File: src/rtl/dbg_error_monitor.sv
// Debug error monitor: per-source edge counters, sticky status with interrupt mask,
// first-error capture with timestamp, all behind a req/ack register port.
module dbg_error_monitor #(
  parameter logic [31:0] DBG_BASE = 32'h2000_0000,
  parameter int          NUM_ERR  = 4,
  parameter int          CNT_W    = 16,
  parameter int          TS_W     = 32,
  parameter logic [31:0] DBG_ID   = 32'hDB60_0002
) (
  input  logic               clk,
  input  logic               rst,
  input  logic               dbg_req,
  input  logic               dbg_we,
  input  logic [31:0]        dbg_addr,
  input  logic [31:0]        dbg_wdata,
  output logic               dbg_ack,
  output logic [31:0]        dbg_rdata,
  output logic               dbg_err,
  input  logic [NUM_ERR-1:0] err_in,
  output logic               irq
);

  localparam logic [31:0] CNT_END = 32'h20 + 32'(4 * NUM_ERR);

  logic [NUM_ERR-1:0] prev_err;
  logic [NUM_ERR-1:0] events;
  logic               count_en;
  logic               freeze;
  logic [NUM_ERR-1:0] sticky;
  logic [NUM_ERR-1:0] irq_mask;
  logic               first_valid;
  logic [3:0]         first_idx;
  logic [TS_W-1:0]    first_ts;
  logic [TS_W-1:0]    ts;
  logic [CNT_W-1:0]   cnt [NUM_ERR];

  logic [31:0]        offset;
  logic               mapped;
  logic               bad_addr;
  logic               wr_ok;
  logic               wr_ctrl;
  logic               wr_sticky;
  logic               wr_mask;
  logic               clear_all;
  logic [3:0]         first_src;
  logic [31:0]        rd_val;
  logic               unused_wdata;

  assign unused_wdata = ^dbg_wdata;

  assign events    = err_in & ~prev_err;
  assign offset    = dbg_addr - DBG_BASE;
  assign bad_addr  = (dbg_addr[1:0] != 2'b00) || !mapped;
  assign wr_ok     = dbg_req && dbg_we && !bad_addr;
  assign wr_ctrl   = wr_ok && (offset == 32'h04);
  assign wr_sticky = wr_ok && (offset == 32'h08);
  assign wr_mask   = wr_ok && (offset == 32'h0C);
  assign clear_all = wr_ctrl && dbg_wdata[2];
  assign irq       = |(sticky & irq_mask);

  // Addresses below the base wrap to huge offsets and fall out as unmapped.
  always_comb begin
    mapped = 1'b0;
    case (offset)
      32'h00, 32'h04, 32'h08, 32'h0C, 32'h10, 32'h14, 32'h18: mapped = 1'b1;
      default: mapped = (offset >= 32'h20) && (offset < CNT_END);
    endcase
  end

  always_comb begin
    first_src = 4'd0;
    for (int i = NUM_ERR - 1; i >= 0; i--) begin
      if (events[i]) first_src = 4'(i);
    end
  end

  always_comb begin
    rd_val = 32'd0;
    case (offset)
      32'h00:  rd_val = DBG_ID;
      32'h04:  rd_val = {30'd0, freeze, count_en};
      32'h08:  rd_val = 32'(sticky);
      32'h0C:  rd_val = 32'(irq_mask);
      32'h10:  rd_val = {first_valid, 27'd0, first_idx};
      32'h14:  rd_val = 32'(first_ts);
      32'h18:  rd_val = 32'(ts);
      default: rd_val = 32'd0;
    endcase
    for (int i = 0; i < NUM_ERR; i++) begin
      if (offset == 32'h20 + 32'(4 * i)) rd_val = 32'(cnt[i]);
    end
  end

  // Response is registered: ack, error and read data all appear one cycle after req.
  always_ff @(posedge clk or posedge rst) begin
    if (rst) begin
      dbg_ack   <= 1'b0;
      dbg_err   <= 1'b0;
      dbg_rdata <= 32'd0;
    end else begin
      dbg_ack   <= dbg_req;
      dbg_err   <= dbg_req && bad_addr;
      dbg_rdata <= (dbg_req && !dbg_we && !bad_addr) ? rd_val : 32'd0;
    end
  end

  always_ff @(posedge clk or posedge rst) begin
    if (rst) begin
      prev_err <= '0;
      count_en <= 1'b1;
      freeze   <= 1'b0;
      irq_mask <= '0;
    end else begin
      prev_err <= err_in;
      if (wr_ctrl) begin
        count_en <= dbg_wdata[0];
        freeze   <= dbg_wdata[1];
      end
      if (wr_mask) irq_mask <= dbg_wdata[NUM_ERR-1:0];
    end
  end

  // Sticky set beats a same-cycle W1C; clear_all beats everything.
  always_ff @(posedge clk or posedge rst) begin
    if (rst) begin
      sticky      <= '0;
      ts          <= '0;
      first_valid <= 1'b0;
      first_idx   <= 4'd0;
      first_ts    <= '0;
    end else if (clear_all) begin
      sticky      <= '0;
      ts          <= '0;
      first_valid <= 1'b0;
      first_idx   <= 4'd0;
      first_ts    <= '0;
    end else begin
      sticky <= (sticky & ~(wr_sticky ? dbg_wdata[NUM_ERR-1:0] : '0)) | events;
      if (!freeze) ts <= ts + TS_W'(1);
      if (!first_valid && (|events)) begin
        first_valid <= 1'b1;
        first_idx   <= first_src;
        first_ts    <= ts;
      end
    end
  end

  always_ff @(posedge clk or posedge rst) begin
    if (rst) begin
      for (int i = 0; i < NUM_ERR; i++) cnt[i] <= '0;
    end else begin
      for (int i = 0; i < NUM_ERR; i++) begin
        if (clear_all) begin
          cnt[i] <= '0;
        end else if (events[i] && count_en && !freeze && (cnt[i] != '1)) begin
          cnt[i] <= cnt[i] + CNT_W'(1);
        end
      end
    end
  end

endmodule

File: config.mk
export PLATFORM = sky130hd
export DESIGN_NAME = dbg_error_monitor
export DESIGN_NICKNAME = d
export VERILOG_FILES = /design/src/rtl/dbg_error_monitor.sv
export SDC_FILE = /design/constraint.sdc
export NUM_CORES = 1
export LEC_CHECK = 0
export BUFFER_PORTS_ARGS = -buffer_cell sky130_fd_sc_hd__buf_2
export CAP_MARGIN = 10
export CORE_MARGIN = 1
export CORE_UTILIZATION = 30
export CTS_CLUSTER_DIAMETER = 40
export DETAILED_ROUTE_END_ITERATION = 12
export PLACE_DENSITY_LB_ADDON = 0.1
export SLEW_MARGIN = 10
export SYNTH_ARGS = -nofsm -noshare
export SYNTH_HDL_FRONTEND = slang
export SYNTH_SLANG_ARGS = --single-unit
File: constraint.sdc
create_clock -name clk -period 5.7 [get_ports clk]
set_input_delay 0.57 -clock clk [delete_from_list [all_inputs] [get_ports clk]]
set_output_delay 0.57 -clock clk [all_outputs]
set_load 0.02 [all_outputs]
==> impl_results.md <==
- Antenna Cells: 0
- Layout area overhead: 14.4%
- Final core occ: roughly a third
- Worst Path Buf+Inv: 3
- Die height: around 180 µm
- Via-to-Cell Ratio: 5.18
- Max cap viols: 0
- Gate count of the mapped netlist: 983
- Total CTS buffers: 17
- Non-Filler Instances: around 1.4k
- Starting density of the core: between 30% and 40%
- H-tree depth: 4
- Yosys reg bits: 179
- Footprint of the multi-input gates: 4680 µm²
- Resized cells post-CTS: 0
- Fin crit period: 3050 ps
- Core Box Area: 30800 µm²
- CTS tree: yes
- Post-synth top flop: dfrtp_1
- WP data arrival: 3370 ps
- Register area share after synthesis: 47.3%
- Drt total wl: 27500 µm
- Mapped cell area: 9470 µm²
- Pwr/cell area: 240 nW/µm²
- Die W: 180 µm
- Crit-path cells: buf_2 -> inv_1 -> ha_1 -> nor4b_2 -> nand4_1 -> nor3_1 -> and4_4 -> buf_4 -> nor2_1
- Clock transition at path regs: 70 ps
- Startpoint class of the critical path: input pin
- Post-DRT Antenna Nets: 0
- Worst path max stage delay: 850 ps
- Largest net degree at the start of global routing: 127
- Worst-Margin Slew: 924 ps
- Placed insts: 1416
- Die Footprint: ~32000 µm²
- Crit share post-route: about 54%
- Layout cells sized above 1: 15.6%
- Residual overflow from global routing: 0
- Post-cts hold buffer count: 0
- Failing checks: design-rule violations
- Register area: approximately 4500 µm²
- Hold WC Path Type: input pin to flop
- Vias in the first global route: 7397
- Worst VDD drop: 222 µV
- HPWL Detailed: 18800 µm
- Fillcell total: 3140
- PortBufs: between 70 and 80
- Met3 wire length: 995 µm
- Delay-heaviest family, CP: simple AND/OR/NAND/NOR gates
- R2r setup slk: 3200 ps
- Critical Path RT: 6010 ps
- Antenna violations before repair: 0
- Slew margin rel.: a little under two fifths
- RSZ-0062 raised after global routing: false
- Total number of yosys warnings: 0
- Max Slew Vio Count: 0
- # Post-CTS Setup Buffers: 0
- Max Fclk: 0.328 GHz
- WL met2: 12500 µm
- Clk_skew: 16.7 ps
- Wl on met1: 13700 µm
- Routed len/inst: 19.0 µm
- First-pass GRT wire length: 44600 µm
- Ys async rst share: 100%
- DRC viols: 15
- Root Driver: clkbuf_16
- CTS Sinks: 179
- Tot GR Track Use: 17.8%
- Top Ports: 107
- Top layer reached by signal wires: met4
- Site Rows: 64
- WS Path Type: input pin to flop
- DRT iter0 DRCs: 570
- Net count after synthesis: around 1.1k
- Max clock buf depth: 2
- Crit. End Element: flop
- Vias: around 7.5k
- Setup TNS: 0 ps
- Peak fanout along the critical path: 60
- Synth Area per Inst: slightly below 10 µm²
- Placer Congestion: 0.760
- Post-synth EDFFs: 0
- Final Hold Fails: 0
- Synth cell types: 63
- Status: finished, violations left
- Later-pin clock latency in the skew report: 450 ps
- Nets: ~1.1k
- Initial DRT Pass Iterations: 9
- CP max stage cell: and4_4
- Leakage power: 4.64 nW
- Final setup viols: 0
==> cell families (layout without fill, tap and decap cells) <==
logic type	after synthesis	in the layout	synth area share, %
mux	57	57	6.26
fa+ha+maj	6	6	0.793
xor+xnor	90	90	8.32
compound gates	133	133	9.41
simple gates	445	445	24.4
flops	179	179	47.3
buf+inv	73	142	3.54
==> state kept, by name, summed over array words and instances (netlist names) <==
name         cells
ts              32
dbg_rdata       32
cnt             64
first_ts        32
prev_err         4
first_idx        2
dbg_err          1
count_en         1
freeze           1
first_valid      1
dbg_ack          1
irq_mask         4
sticky           4
==> cells in the final DEF (no fill, tap or decap), types with 4 or more instances in the layout <==
cell type / instances
a22oi_1: 11
o22ai_1: 5
nand3b_1: 11
nor3_1: 30
a21boi_2: 7
clkbuf_16: 17
a211oi_1: 14
ha_1: 6
buf_2: 78
a21oi_1: 29
or2_2: 5
nand4_1: 31
dfrtp_1: 178
xnor2_1: 62
mux2i_1: 48
nor2_1: 165
inv_1: 14
nand2_1: 51
mux2_2: 8
nor2b_1: 11
xor2_1: 28
nand2b_1: 4
a221oi_1: 16
and2_1: 4
nor4_1: 21
clkinv_4: 5
o21ai_0: 33
nand3_1: 56
nor3b_1: 4
buf_4: 17
and4_1: 10
nor4_2: 4
and3_1: 9
nor4b_1: 9
==> path summary, 6_finish.rpt <==
check                      cells after the start    startpoint            to
hold reg to reg                                2   first_ts[0]   first_ts[0]
min in group asynchronous                      2           rst   first_valid
hold / removal                                 1     err_in[2]   prev_err[2]
setup reg to reg                               6        freeze       cnt[59]
setup / recovery                               9  dbg_addr[29]       cnt[22]
max in group asynchronous                      3           rst  first_ts[18]
==> report_power, final <==
part	switching [mW]	total [mW]	leakage [nW]	internal, mW
Clock	0.559	1.20	0.280	0.645
Combinational	0.0847	0.118	1.91	0.0337
Sequential	0.00121	1.27	2.45	1.27
Total	0.645	2.60	4.64	1.95
==> metrics by stage <==
step | total power, mW | hold slack (ps) | instance area (µm²) | worst slack, ps
finish | 2.60 | 256 | 10800 | 2650
global route | 2.70 | 249 | 10800 | 2420
CTS | 2.64 | 244 | 10800 | 2650
detailed placement | 1.42 | 509 | 10200 | 2170
global placement | 1.42 | 501 | 10200 | 2190
floorplan | 1.37 | 485 | 9470 | 273
==> synth_stat cells, types with 5 or more instances <==
cell	count	area, µm²
o22ai_1	5	31.3
a22oi_1	11	82.6
or2_2	5	31.3
nand2_1	51	191
and4_1	11	96.3
a211oi_1	14	105
nor4_1	21	131
mux2_2	8	90.1
nand4_1	31	194
xnor2_1	62	543
dfrtp_1	178	4450
a21boi_2	7	78.8
and3_1	9	56.3
o21ai_0	33	165
inv_1	15	56.3
nand3_1	56	280
mux2i_1	48	480
buf_4	6	45.0
clkbuf_1	19	71.3
ha_1	6	75.1
nor3_1	31	155
a221oi_1	16	140
nor2b_1	11	68.8
buf_1	7	26.3
nand3b_1	11	82.6
a21oi_1	30	150
nor2_1	166	623
nor4b_1	9	78.8
xor2_1	28	245
buf_2	25	125
==> metal layers <==
metal	GRT usage, %	vias to the layer above
met1	25.5	3705
met3	3.22	16
met4	4.66	0
met5	0	-
met2	27.5	162
li1	-	3615
==> worst register-to-register path, cell delays in order (launching register included) <==
cell and delay (ps):
dfrtp_1 360, buf_4 200, nand4bb_1 540, or4_1 750, nor3_1 300, xnor2_1 150, nor2_1 60
==> layout make-up <==
cell class                      instances  area share, %
Clock inverter                         12           1.13
Tap cell                              396           4.58
Sequential cell                       179           41.4
Multi-Input combinational cell        731           43.2
Timing Repair Buffer                   95           4.78
Clock buffer                           20           4.31
Inverter                               15          0.589
(Power assumes the default switching activity.)
